File: src/rtl/dilithium_in_packer_pkg.sv
// Shared types and widths for the dilithium input packer.
package dilithium_pkg;

  localparam int DATA_W = 64;  // packed beat width toward the core
  localparam int HOST_W = 32;  // host/DMA word width
  localparam int MODE_W = 2;
  localparam int SEC_W  = 3;

  typedef enum logic [2:0] {
    IDLE    = 3'd0,
    START   = 3'd1,
    FILL_LO = 3'd2,
    FILL_HI = 3'd3,
    DRAIN   = 3'd4
  } packer_state_t;

endpackage

File: src/rtl/dilithium_in_packer_if.sv
// Host command/word bus plus the core-facing stream of the input packer.
// slave  = the packer's view, master = the host/core environment's view.
interface dilithium_in_packer_if #(
  parameter int CNT_W = 16
);

  logic                                cmd_valid;
  logic                                cmd_ready;
  logic [dilithium_pkg::MODE_W-1:0]    cmd_mode;
  logic [dilithium_pkg::SEC_W-1:0]     cmd_sec_lvl;

  logic                                s_valid;
  logic                                s_ready;
  logic [dilithium_pkg::HOST_W-1:0]    s_data;
  logic                                s_last;

  logic                                start;
  logic [dilithium_pkg::MODE_W-1:0]    mode;
  logic [dilithium_pkg::SEC_W-1:0]     sec_lvl;

  logic                                out_valid;
  logic                                out_ready;
  logic [dilithium_pkg::DATA_W-1:0]    out_data;

  logic [CNT_W-1:0]                    beat_cnt;
  logic                                busy;

  modport slave (
    input  cmd_valid, cmd_mode, cmd_sec_lvl,
    input  s_valid, s_data, s_last,
    input  out_ready,
    output cmd_ready, s_ready,
    output start, mode, sec_lvl,
    output out_valid, out_data,
    output beat_cnt, busy
  );

  modport master (
    output cmd_valid, cmd_mode, cmd_sec_lvl,
    output s_valid, s_data, s_last,
    output out_ready,
    input  cmd_ready, s_ready,
    input  start, mode, sec_lvl,
    input  out_valid, out_data,
    input  beat_cnt, busy
  );

endinterface

File: src/rtl/dilithium_in_packer_stream_fifo.sv
// Small synchronous FIFO with a registered head (no fall-through from the
// write port) and full/empty flags. Storage is cleared on reset so the head
// reads zero after a flush.
module stream_fifo #(
  parameter int WIDTH = 64,
  parameter int DEPTH = 2
) (
  input  logic                     clk,
  input  logic                     rst,
  input  logic                     push_i,
  input  logic [WIDTH-1:0]         push_data_i,
  input  logic                     pop_i,
  output logic [WIDTH-1:0]         data_o,
  output logic                     valid_o,
  output logic                     full_o,
  output logic                     empty_o,
  output logic [$clog2(DEPTH):0]   count_o
);

  localparam int AW = $clog2(DEPTH);
  localparam logic [AW:0] DEPTH_C = (AW + 1)'(DEPTH);

  logic [WIDTH-1:0] mem_q [DEPTH];
  logic [AW-1:0]    wr_ptr_q;
  logic [AW-1:0]    rd_ptr_q;
  logic [AW:0]      count_q;
  logic             push_fire;
  logic             pop_fire;

  // A push into a full FIFO or a pop from an empty one is dropped.
  assign push_fire = push_i && (count_q != DEPTH_C);
  assign pop_fire  = pop_i && (count_q != '0);

  // Storage, pointers and occupancy; push+pop together leaves count unchanged.
  always_ff @(posedge clk) begin
    if (rst) begin
      for (int i = 0; i < DEPTH; i++) begin
        mem_q[i] <= '0;
      end
      wr_ptr_q <= '0;
      rd_ptr_q <= '0;
      count_q  <= '0;
    end else begin
      if (push_fire) begin
        mem_q[wr_ptr_q] <= push_data_i;
        wr_ptr_q        <= wr_ptr_q + 1'b1;
      end
      if (pop_fire) begin
        rd_ptr_q <= rd_ptr_q + 1'b1;
      end
      case ({push_fire, pop_fire})
        2'b10:   count_q <= count_q + 1'b1;
        2'b01:   count_q <= count_q - 1'b1;
        default: count_q <= count_q;
      endcase
    end
  end

  assign data_o  = mem_q[rd_ptr_q];
  assign valid_o = (count_q != '0);
  assign empty_o = (count_q == '0);
  assign full_o  = (count_q == DEPTH_C);
  assign count_o = count_q;

endmodule

File: src/rtl/dilithium_in_packer.sv
// Feeds the dilithium core: latches a command, pulses start, packs host word
// pairs little-endian into 64-bit beats (odd tail zero-padded) and queues the
// beats in a small FIFO. A new command is only taken once the previous
// message has fully drained to the core.
module dilithium_in_packer
  import dilithium_pkg::*;
#(
  parameter int FIFO_DEPTH = 2,
  parameter int CNT_W      = 16
) (
  input  logic                   clk,
  input  logic                   rst,
  dilithium_in_packer_if.slave   bus
);

  localparam int CW = $clog2(FIFO_DEPTH) + 1;

  packer_state_t       state_q;
  logic                start_q;
  logic [MODE_W-1:0]   mode_q;
  logic [SEC_W-1:0]    sec_lvl_q;
  logic [HOST_W-1:0]   lo_q;
  logic [CNT_W-1:0]    beat_cnt_q;

  logic                in_fill;
  logic                s_ready_w;
  logic                accept;
  logic                push;
  logic [DATA_W-1:0]   push_data;
  logic                pop;
  logic                drain_done;

  logic [DATA_W-1:0]   fifo_data;
  logic                fifo_valid;
  logic                fifo_full;
  logic                fifo_empty;
  logic [CW-1:0]       fifo_count;

  assign in_fill   = (state_q == FILL_LO) || (state_q == FILL_HI);
  assign s_ready_w = in_fill && !fifo_full && !rst;
  assign accept    = bus.s_valid && s_ready_w;

  // A beat is complete on the high word, or on a last word landing in the low half.
  assign push      = accept && ((state_q == FILL_HI) || bus.s_last);
  assign push_data = (state_q == FILL_HI) ? {bus.s_data, lo_q}
                                          : {{HOST_W{1'b0}}, bus.s_data};
  assign pop       = fifo_valid && bus.out_ready;

  // Leave DRAIN in the same cycle the last queued beat is taken by the core.
  assign drain_done = fifo_empty || ((fifo_count == CW'(1)) && pop);

  stream_fifo #(
    .WIDTH (DATA_W),
    .DEPTH (FIFO_DEPTH)
  ) u_fifo (
    .clk         (clk),
    .rst         (rst),
    .push_i      (push),
    .push_data_i (push_data),
    .pop_i       (pop),
    .data_o      (fifo_data),
    .valid_o     (fifo_valid),
    .full_o      (fifo_full),
    .empty_o     (fifo_empty),
    .count_o     (fifo_count)
  );

  // Message FSM with command latch, low-half holding register and beat counter.
  always_ff @(posedge clk) begin
    if (rst) begin
      state_q    <= IDLE;
      start_q    <= 1'b0;
      mode_q     <= '0;
      sec_lvl_q  <= '0;
      lo_q       <= '0;
      beat_cnt_q <= '0;
    end else begin
      start_q <= 1'b0;
      if (push && (beat_cnt_q != {CNT_W{1'b1}})) begin
        beat_cnt_q <= beat_cnt_q + 1'b1;
      end
      case (state_q)
        IDLE: begin
          if (bus.cmd_valid) begin
            mode_q     <= bus.cmd_mode;
            sec_lvl_q  <= bus.cmd_sec_lvl;
            beat_cnt_q <= '0;
            start_q    <= 1'b1;
            state_q    <= START;
          end
        end
        START: begin
          state_q <= FILL_LO;
        end
        FILL_LO: begin
          if (accept) begin
            lo_q    <= bus.s_data;
            state_q <= bus.s_last ? DRAIN : FILL_HI;
          end
        end
        FILL_HI: begin
          if (accept) begin
            state_q <= bus.s_last ? DRAIN : FILL_LO;
          end
        end
        DRAIN: begin
          if (drain_done) begin
            state_q <= IDLE;
          end
        end
        default: state_q <= IDLE;
      endcase
    end
  end

  assign bus.cmd_ready = (state_q == IDLE) && !rst;
  assign bus.s_ready   = s_ready_w;
  assign bus.start     = start_q;
  assign bus.mode      = mode_q;
  assign bus.sec_lvl   = sec_lvl_q;
  assign bus.out_valid = fifo_valid;
  assign bus.out_data  = fifo_data;
  assign bus.beat_cnt  = beat_cnt_q;
  assign bus.busy      = (state_q != IDLE);

endmodule

File: src/flat_wrapper.sv
// flat-port wrapper written by rule: the top's interface ports become plain ports
module dilithium_in_packer_flat import dilithium_pkg::*;
#(
  parameter int FIFO_DEPTH = 2,
  parameter int CNT_W      = 16
)
  (clk, rst, bus_cmd_valid, bus_cmd_mode, bus_cmd_sec_lvl, bus_s_valid, bus_s_data, bus_s_last, bus_out_ready, bus_cmd_ready, bus_s_ready, bus_start, bus_mode, bus_sec_lvl, bus_out_valid, bus_out_data, bus_beat_cnt, bus_busy);
  dilithium_in_packer_if #(.CNT_W(CNT_W)) bus_i ();
  input  logic clk;
  input  logic rst;
  input wire logic [$bits(bus_i.cmd_valid)-1:0] bus_cmd_valid;
  input wire logic [$bits(bus_i.cmd_mode)-1:0] bus_cmd_mode;
  input wire logic [$bits(bus_i.cmd_sec_lvl)-1:0] bus_cmd_sec_lvl;
  input wire logic [$bits(bus_i.s_valid)-1:0] bus_s_valid;
  input wire logic [$bits(bus_i.s_data)-1:0] bus_s_data;
  input wire logic [$bits(bus_i.s_last)-1:0] bus_s_last;
  input wire logic [$bits(bus_i.out_ready)-1:0] bus_out_ready;
  output wire logic [$bits(bus_i.cmd_ready)-1:0] bus_cmd_ready;
  output wire logic [$bits(bus_i.s_ready)-1:0] bus_s_ready;
  output wire logic [$bits(bus_i.start)-1:0] bus_start;
  output wire logic [$bits(bus_i.mode)-1:0] bus_mode;
  output wire logic [$bits(bus_i.sec_lvl)-1:0] bus_sec_lvl;
  output wire logic [$bits(bus_i.out_valid)-1:0] bus_out_valid;
  output wire logic [$bits(bus_i.out_data)-1:0] bus_out_data;
  output wire logic [$bits(bus_i.beat_cnt)-1:0] bus_beat_cnt;
  output wire logic [$bits(bus_i.busy)-1:0] bus_busy;
  assign bus_i.cmd_valid = bus_cmd_valid;
  assign bus_i.cmd_mode = bus_cmd_mode;
  assign bus_i.cmd_sec_lvl = bus_cmd_sec_lvl;
  assign bus_i.s_valid = bus_s_valid;
  assign bus_i.s_data = bus_s_data;
  assign bus_i.s_last = bus_s_last;
  assign bus_i.out_ready = bus_out_ready;
  assign bus_cmd_ready = bus_i.cmd_ready;
  assign bus_s_ready = bus_i.s_ready;
  assign bus_start = bus_i.start;
  assign bus_mode = bus_i.mode;
  assign bus_sec_lvl = bus_i.sec_lvl;
  assign bus_out_valid = bus_i.out_valid;
  assign bus_out_data = bus_i.out_data;
  assign bus_beat_cnt = bus_i.beat_cnt;
  assign bus_busy = bus_i.busy;
  dilithium_in_packer #(.FIFO_DEPTH(FIFO_DEPTH), .CNT_W(CNT_W)) u_core (.clk(clk), .rst(rst), .bus(bus_i));
endmodule
File: config.mk
export PLATFORM = sky130hd
export DESIGN_NAME = dilithium_in_packer_flat
export DESIGN_NICKNAME = d
export VERILOG_FILES = /design/src/rtl/dilithium_in_packer_pkg.sv /design/src/rtl/dilithium_in_packer_if.sv /design/src/rtl/dilithium_in_packer_stream_fifo.sv /design/src/rtl/dilithium_in_packer.sv /design/src/flat_wrapper.sv
export SDC_FILE = /design/constraint.sdc
export NUM_CORES = 1
export LEC_CHECK = 0
export CAP_MARGIN = 15
export CORE_ASPECT_RATIO = 0.8
export CORE_MARGIN = 5
export CORE_UTILIZATION = 55
export DETAILED_ROUTE_END_ITERATION = 10
export GPL_ROUTABILITY_DRIVEN = 1
export PLACE_DENSITY = 0.82
export SLEW_MARGIN = 20
export SYNTH_ARGS = -nofsm -noshare
export SYNTH_HDL_FRONTEND = slang
export SYNTH_SLANG_ARGS = --single-unit
File: constraint.sdc
create_clock -name clk -period 6.9 [get_ports clk]
set_input_delay 1.38 -clock clk [delete_from_list [all_inputs] [get_ports clk]]
set_output_delay 1.38 -clock clk [all_outputs]
set_load 0.05 [all_outputs]
## Word level (Yosys, flattened, before mapping)

Memory sizes are Yosys's and may differ from the RTL's. A register that Yosys moved wholly into a read port is not among the register bits.
Cells that the tools add are included.

- Bitwise operators: 1
- Add/subtract/negate cells: 5
- Equal/unequal tests: 14
- Reductions and logical operators: 25
- Mux-type cells: 23

Operator list:

| operator | count |
|---|---|
| $mux 64 | 2 |
| $reduce_or 64->1 | 1 |
| $mux 16 | 3 |
| $mux 3 | 6 |
| $add 16x1->16 const B | 1 |
| $ne 16x16->1 const B | 1 |
| $pmux 3 s5 | 1 |
| $logic_and 1x1->1 | 10 |
| $mux 1 | 10 |
| $eq 3x2->1 const B | 2 |
| $ne 2x1->1 const B | 3 |
| $eq 2x1->1 const B | 2 |
| $eq 2x2->1 const B | 2 |
| $ne 2x2->1 const B | 2 |
| $pmux 2 s2 | 1 |
| $reduce_and 2->1 | 2 |
| $reduce_and 4->1 | 1 |
| $reduce_bool 2->1 | 2 |
| $eq 3x1->1 const B | 1 |
| $eq 3x3->1 const B | 1 |
| $logic_not 3->1 | 1 |
| $logic_or 1x1->1 | 3 |
| $reduce_bool 3->1 | 1 |
| $add 1x1->1 const B | 2 |
| 6 further kinds | 7 |

- Bits in registers: 61
- Input bits: 43
- Bits in writable memories: 128
- Logic and storage cells: 78
- Memories: 1
- Output and inout bits: 90

Memories:

| memory | depth | bits a word | read ports | clocked after Yosys merged registers in | write ports | RTL line | text |
|---|---|---|---|---|---|---|---|
| u_core.u_fifo.mem_q | 2 | 64 | 1 | 1 | 2 | dilithium_in_packer_stream_fifo.sv:23 | `logic [WIDTH-1:0] mem_q [DEPTH];` |

## Longest topological paths before layout

Gate-level depths: netlist of run 1.

- Depth after elaboration: 12
- Gate-level depth with buffers: 10
- Mapped depth without buffers: 9

## Modules after synthesis

Synthesis of run 1 repeated with hierarchy kept, for this count alone.

- Cells, all modules: 798
- Area total of the unflattened synthesis: 8811.0 um^2

By module, submodules not included:

| module | cells an instance | times used | area each (um^2) | seq. area each (um^2) |
|---|---|---|---|---|
| stream_fifo | 441 | 1 | 5840.6 | 3943.8 |
| dilithium_in_packer | 357 | 1 | 2970.3 | 1141.1 |

## Worst setup path after synthesis of run 1

Ideal clock, no wire load.

- Kind: input to register
- Start: input rst
- End: memory u_core.u_fifo.mem_q[1][0], enable pin
- Required time: 6.468 ns
- Path slack: 2.342 ns
- Arrival time: 4.125 ns
- Setup time: 0.432 ns
- Stages on the path: 4
- Path buffers: 0
- Path through: or4b_4 > inv_1 > o2111ai_2 > nand2b_1

RTL lines:

| what | RTL line | text |
|---|---|---|
| from (decl) | flat_wrapper.sv:10 | `input logic rst;` |
| to (decl) | dilithium_in_packer_stream_fifo.sv:23 |  |

## Final worst setup path of run 1

- Start: input rst
- End: output bus_s_ready

- Cells in the longest elaborated chain, start to end: 2

Ends and longest elaborated chain:

| what | RTL line | text |
|---|---|---|
| $logic_not 1->1 | dilithium_in_packer.sv:40 | `assign s_ready_w = in_fill && !fifo_full && !rst;` |
| $logic_and 1x1->1 | dilithium_in_packer.sv:40 |  |
| to (decl) | flat_wrapper.sv:19 | `output wire logic [$bits(bus_i.s_ready)-1:0] bus_s_ready;` |

No other way between the ends.

==> metrics.cfg, run 1 <==
[power]
comb_power_share_pct = 28.8
p_leak_nw = 3.81
switching_share_pct = 33.5
vdd_drop_max_uv = 233
power_frac_seq_pct = 42.3
power_switching_mw = 1.08
intPower_mw = 2.15
clkPwrFrac_pct = 28.9
p_per_area_mw_per_mm2 = 316

[sta]
final.setup.tns_ns = 0
fin_crit_ns = 4.80
relSlewSlack_pct = 26.4
fin_skew_ns = 0.0110
worst_slew_pin_slew_ns = 1.10
setup_viol = 0
fmaxAchievable_mhz = 209
whs_ns = 0.456
fin_crit_sh_pct = 69.5
hold_violations = 0
fin_ws_ns = 2.10
final_max_slew_viol_count = 0
rsz0062_at_grt = false

[worst_setup_path]
reg2reg_setup_slack_ns = 3.56
arrival_ns = 3.42
cp.required_ns = 5.52
setup.worst_path.start = rst
end_kind = output port
r2r_cells = 5
crit_path_start_kind = input pin
crit_chain = buf_2 > buf_4 > or4b_4 > inv_1 > clkdlybuf4s50_1
path_delay_family = buffers and inverters
reg2reg_from = u_core.u_fifo.count_o[0]$_SDFFE_PP0P_
rr_endpoint = u_core.u_fifo.mem_q[0][17]$_SDFFCE_PN0P_
max_stage_delay_ns = 0.86
critPathMaxFanout = 47
worstSetupPathType = in -> out
cp_slowest_cell = clkdlybuf4s50_1
worst-path-buf-inv = 4

[clock_network]
clk_pin_slew_worst_paths_ns = 0.07
cts_buffer_depth = 2
h-tree-depth = 4
cts_hold_buf = 0
insertion_delay_ns = 0.43
cts_tree = yes
clock-root-buffer = clkbuf_16
numCtsBuffers = 17
post_cts_buffers = 0
cts_sinks = 190
cts_resized = 0

[die]
core_mm2 = 0.0144
io_pins = 133
die_h_um = 119
die_area_mm2 = 0.0175
dieWidth_um = 146
initial_core_util_pct = 56.7
placementRows = 39

[global_routing]
grt-ovfl-total = 0
grt_max_degree = 65
grt_first_pass_wirelength_um = 29900
grt_antenna_before_repair = 0
grt_pass1_vias = 5825
track_usage_pct = 21.4

[worst_hold_path]
min_from = u_core.lo_q[11]$_SDFFE_PP0P_
holdPathEnd = u_core.lo_q[11]$_SDFFE_PP0P_
hp-class = reg -> reg
min_path_cells = 2

[cells_and_area]
diodes = 0
areaGrowthSynthToFinish_pct = 25.0
drive_gt1_share_pct = 14.2
utilization_pct = 70.9
nets = 850
postLayoutCellArea_mm2 = 0.0102

[placed_design]
io_buffers = 132
place_area_mm2 = 0.00967
dp.final_hpwl_um = 11200
gp_congestion = 0.785
place_ws_ns = 2.12

[synth]
synth_edf_count = 128
syn-mean-instance-area_um2 = 11.9
syn-cell-area_mm2 = 0.00819
synth-seq-cells = 190
synth_fp_nets = 734
netlist_instances = 686
ys_types = 44
yosys_warnings = 0
synth_flop_cell = edfxtp_1
synthArstFlopShare_pct = 0
seq_area_frac_synth_pct = 62.1

[detailed_routing]
remaining_drc_errors = 0
vias = 5674
drt_iter0_markers = 470
firstDrtPassIters = 6
avgViaCountPerCell = 5.68
final_antenna_net_count = 0
routedWlPerCell_um = 18.6
drt_wl_total_um = 18600

[run_status]
status = finished clean

[job]
cap_violations = 0

how the worst max path moves through the flow:
stage,end,slack (ns),cells past startpoint
after floorplan,u_core.u_fifo.mem_q[1][0]$_SDFFCE_PN0P_,2.34,4
after global placement,bus_s_ready,2.16,5
after detailed placement,bus_s_ready,2.12,5
after CTS,bus_s_ready,2.11,5
after global routing,bus_s_ready,2.02,5
final,bus_s_ready,2.10,5
state kept, by name, summed over array words and instances (netlist names), named ones only:
name,count
u_core.u_fifo.wr_ptr_q,1
u_core.bus.sec_lvl,3
u_core.state_q,3
u_core.bus.start,1
u_core.u_fifo.rd_ptr_q,1
u_core.u_fifo.mem_q,128
u_core.u_fifo.count_o,2
u_core.lo_q,32
u_core.bus.mode,2
u_core.bus.beat_cnt,16
cell usage in the layout (no fill, tap or decap), types with 2 or more instances in the layout:
cell	netlist	layout
o31ai_1	2	2
buf_4	0	6
nand4_1	5	5
nand2_1	81	81
nor2_1	75	74
a211oi_1	2	2
nor2_4	0	2
and2_1	66	66
mux2_2	64	64
clkdlybuf4s50_1	0	131
nand3b_1	4	4
inv_6	0	2
mux2i_1	40	40
or3_2	1	2
nor2b_1	2	2
edfxtp_1	128	128
nor4b_1	2	2
and4_1	2	2
or4_1	3	3
ha_1	5	5
nor3_1	7	7
clkinvlp_4	0	5
dfxtp_1	62	61
or3_1	7	6
xor2_1	2	2
o21ai_0	4	4
clkbuf_16	0	17
a22o_1	5	5
nand2b_4	0	2
inv_1	6	6
a21oi_1	40	40
clkbuf_8	0	2
nand3_1	9	9
clkinv_2	0	4
nor4_1	6	6
through the flow:
step	total power, mW	instances
2_1_floorplan	2.02	686
3_3_place_gp	2.31	967
3_5_place_dp	2.33	967
4_1_cts	3.25	999
5_1_grt	3.34	999
6_report	3.23	999
area by class of cell:
type                    count  area (µm²)
flip-flops and latches    190        5090
repair buffers            138        1360
clock buffers              19         453
fillers                   999        4210
inverters                   6        22.5
multi-input cells         449        2970
clock inverters            13         114
well taps                 184         230
power by group through the flow:
stage / Combinational [mW] / Sequential, mW / Clock [mW]
6_report: 0.932 / 1.37 / 0.934
5_1_grt: 0.972 / 1.38 / 0.992
4_1_cts: 0.938 / 1.37 / 0.945
3_5_place_dp: 0.933 / 1.39 / 0
3_3_place_gp: 0.925 / 1.39 / 0
2_1_floorplan: 0.690 / 1.33 / 0
logic make-up (layout without fill, tap and decap cells):
logic type	Yosys count	after routing	share of synthesized area, %
AOI/OAI and AO/OA	59	59	4.28
xor gates and xnor gates	3	3	0.321
adders and majority gates	5	5	0.764
buffers and inverters	47	176	2.26
DFF	190	190	62.1
muxes	104	104	13.7
and+or+nand+nor	278	278	16.6
worst register-to-register path: cells and delay by family, from the launching register on:
kind | cells | cell delay, ns
fa+ha+maj | 1 | 0.19
flops | 1 | 0.37
simple gates | 3 | 2.28
buf+inv | 1 | 0.08
layer usage:
metal	share of wire (%)	vias up	track usage [%]	wire length [µm]
met4	1.1	0	6.23	196
li1	-	2662	-	-
met1	43	2798	28.2	8010
met5	0	-	0	0
met2	50	197	35.7	9220
met3	6.1	17	5.28	1140
cell usage after synthesis, types with 2 or more instances:
| library cell | number | area share, % |
|---|---|---|
| a211oi_1 | 2 | 0.18 |
| a21oi_1 | 40 | 2.4 |
| a22o_1 | 5 | 0.53 |
| and2_1 | 66 | 5.0 |
| and4_1 | 2 | 0.21 |
| buf_2 | 4 | 0.24 |
| clkbuf_1 | 33 | 1.5 |
| clkbuf_2 | 3 | 0.18 |
| dfxtp_1 | 62 | 15 |
| edfxtp_1 | 128 | 47 |
| ha_1 | 5 | 0.76 |
| inv_1 | 6 | 0.27 |
| mux2_2 | 64 | 8.8 |
| mux2i_1 | 40 | 4.9 |
| nand2_1 | 81 | 3.7 |
| nand2b_1 | 2 | 0.15 |
| nand3_1 | 9 | 0.55 |
| nand3b_1 | 4 | 0.37 |
| nand4_1 | 5 | 0.38 |
| nor2_1 | 75 | 3.4 |
| nor2b_1 | 2 | 0.15 |
| nor3_1 | 7 | 0.43 |
| nor4_1 | 6 | 0.46 |
| nor4b_1 | 2 | 0.21 |
| o21ai_0 | 4 | 0.24 |
| o31ai_1 | 2 | 0.18 |
| or3_1 | 7 | 0.53 |
| or4_1 | 3 | 0.27 |
| xor2_1 | 2 | 0.21 |
No activity file was read; power rests on OpenSTA's default activity.
==> inputs of run 2 (changes only) <==
- CORE_UTILIZATION: 55 -> 54
- PLACE_DENSITY: 0.82 -> 0.81
- clock period: 6.9 -> 4.5 ns (I/O delays scaled with it)
==> run 2 against run 1 <==
Sequential cell count stayed put. Sequential share of layout area down 0.19 points. Combinational power grew 55%. Final area increased by 0.39%. Power up 56%. Die area increased by 1.7%. Utilization fell by 2.2 points. Hold slack lost 0.00068 ns.
==> metrics.cfg, run 2 (synthesis gave the netlist of run 1 again) <==
[run_status]
status = finished clean

[cells_and_area]
diodes = 0  ; unchanged
fillCellCount = 1035  ; +3.6%
final_cells = 1006  ; +0.70%
final_cell_mix = clkdlybuf4s50_1, edfxtp_1, nand2_1, nor2_1, and2_1
drive_gt1_share_pct = 14.3  ; +0.088 points
final_common_cell = clkdlybuf4s50_1
nets = 852  ; +0.24%
areaGrowthSynthToFinish_pct = 25.4
largest_reg_flops = 128  ; unchanged
regMostFlops = u_core.u_fifo.mem_q

[sta]
rsz0062_at_grt = false
final_max_slew_viol_count = 0  ; unchanged
worst_slew_pin_slew_ns = 0.949  ; -0.150 ns
fin_ws_ns = 0.942  ; -1.16 ns
setup_viol = 0  ; unchanged
hold_violations = 0  ; unchanged
fmaxAchievable_mhz = 281
fin_crit_ns = 3.56
fin_crit_sh_pct = 79.1
relSlewSlack_pct = 36.7  ; +10 points
fin_skew_ns = 0.0109  ; -0.0000269 ns
final.setup.tns_ns = 0  ; unchanged

[global_routing]
grt_antenna_before_repair = 0  ; unchanged
grt_busiest_layer = met2
grt-ovfl-total = 0  ; unchanged
met3_usage_pct = 4.65  ; -0.63 points
grt_pass1_vias = 5742  ; -1.4%
grt_first_pass_wirelength_um = 30200  ; +0.95%
grt_max_degree = 65  ; unchanged
grt_use_met2_pct = 36.3  ; +0.62 points
track_usage_pct = 21.5  ; +0.12 points
grtUsageMet1_pct = 28.3  ; +0.18 points

[detailed_routing]
drt_wl_total_um = 18900  ; +1.9%
remaining_drc_errors = 0  ; unchanged
firstDrtPassIters = 5  ; -1
routedWlPerCell_um = 18.8  ; +1.2%
drt_iter0_markers = 504  ; +7.2%
final_antenna_net_count = 0  ; unchanged
vias = 5709  ; +0.62%
avgViaCountPerCell = 5.67  ; about the same

[die]
io_pins = 133  ; unchanged
placementRows = 40  ; +2.6%
initial_core_util_pct = 54.7  ; -2.0 points
die_area_mm2 = 0.0178  ; +1.7%
die_h_um = 120  ; +0.84%
core_mm2 = 0.0150  ; +3.6%
dieWidth_um = 148  ; +0.86%

[worst_setup_path]
crit_path_start_kind = register
worstSetupPathType = reg -> out
cp.required_ns = 3.60  ; -1.92 ns
critical_path.most_common_cell = inv_1
r2r_cells = 5  ; unchanged
path_delay_family = buffers and inverters
arrival_ns = 2.66  ; -0.76 ns
max_stage_delay_ns = 0.84  ; -0.02 ns
worst-path-buf-inv = 3  ; -1
reg2reg_setup_slack_ns = 1.19  ; -2.37 ns
end_kind = output port
rr_endpoint = u_core.u_fifo.mem_q[0][36]$_SDFFCE_PN0P_
cp_slowest_cell = clkdlybuf4s50_1
crit_chain = inv_1 > ha_1 > or4b_4 > inv_1 > clkdlybuf4s50_1
reg2reg_from = u_core.u_fifo.count_o[0]$_SDFFE_PP0P_
critPathMaxFanout = 6  ; -87%

[clock_network]
cts_buffer_depth = 2  ; unchanged
cts_resized = 0  ; unchanged
clock-root-buffer = clkbuf_16
h-tree-depth = 4  ; unchanged
insertion_delay_ns = 0.43  ; about the same
cts_sinks = 190  ; unchanged
numCtsBuffers = 17  ; unchanged
cts_tree = yes
clk_pin_slew_worst_paths_ns = 0.07  ; about the same
post_cts_buffers = 0  ; unchanged
cts_hold_buf = 0  ; unchanged

[power]
vdd_drop_max_uv = 363  ; +56%
p_leak_nw = 3.85  ; +0.97%
p_per_area_mw_per_mm2 = 490  ; +55%

[placed_design]
io_buffers = 132  ; unchanged
gp_congestion = 0.825  ; +5.1%
dp.final_hpwl_um = 12100  ; +8.2%
dp.cells = 974  ; +0.72%
place_ws_ns = 0.685  ; -1.43 ns

[job]
cap_violations = 0  ; unchanged

[worst_hold_path]
holdPathEnd = u_core.lo_q[17]$_SDFFE_PP0P_
hp-class = reg -> reg
min_from = u_core.lo_q[17]$_SDFFE_PP0P_
min_path_cells = 2  ; unchanged

==> run 2: worst max-delay path by stage <==
stage / slack, ns / end / cells past startpoint / from
2_1_floorplan: 0.42 / u_core.u_fifo.mem_q[1][0]$_SDFFCE_PN0P_ / 4 / rst
3_3_place_gp: 0.78 / u_core.u_fifo.mem_q[0][27]$_SDFFCE_PN0P_ / 4 / bus_s_valid
3_5_place_dp: 0.69 / u_core.u_fifo.mem_q[0][26]$_SDFFCE_PN0P_ / 4 / bus_s_valid
4_1_cts: 0.93 / bus_s_ready / 5 / u_core.u_fifo.count_o[0]$_SDFFE_PP0P_
5_1_grt: 0.89 / bus_s_ready / 5 / u_core.u_fifo.count_o[0]$_SDFFE_PP0P_
6_report: 0.94 / bus_s_ready / 5 / u_core.u_fifo.count_o[0]$_SDFFE_PP0P_
==> run 2: worst register-to-register path, stage by stage, from the launching register on <==
cell and delay (ns):
dfxtp_1 0.37, inv_1 0.08, ha_1 0.19, or4b_4 0.56, or3_2 0.85, nand2b_4 0.82
==> run 2: area by class of cell <==
class	instances	area, µm²	area share, %
sequential	190	5090	49.5
multi-input combinational	449	2970	28.9
timing repair buffer	140	1380	13.4
clock buffer	19	443	4.31
tap	189	236	2.30
clock inverter	13	145	1.41
inverter	6	22.5	0.219
==> run 2: through the flow <==
step / cell area (µm²) / power [mW] / utilization [%] / hold WS, ns
detailed placement: 9680 / 3.57 / 64.7 / 0.448
global route: 10300 / 5.19 / 68.7 / 0.473
floorplan: 8190 / 3.10 / - / 0.436
global placement: 9680 / 3.55 / 64.7 / 0.441
CTS: 10300 / 5.05 / 68.6 / 0.457
finish: 10300 / 5.03 / 68.7 / 0.455
==> run 2: routing by layer <==
metal	wire [µm]	share of wire (%)
met1	8100	43
met2	9330	49
met4	220	1.2
met5	0	0
met3	1260	6.7
==> run 2: power by group <==
part	switching (mW)	internal (mW)	total (mW)
clock network	0.625	0.881	1.51
registers	0.138	1.95	2.09
logic	0.884	0.551	1.44
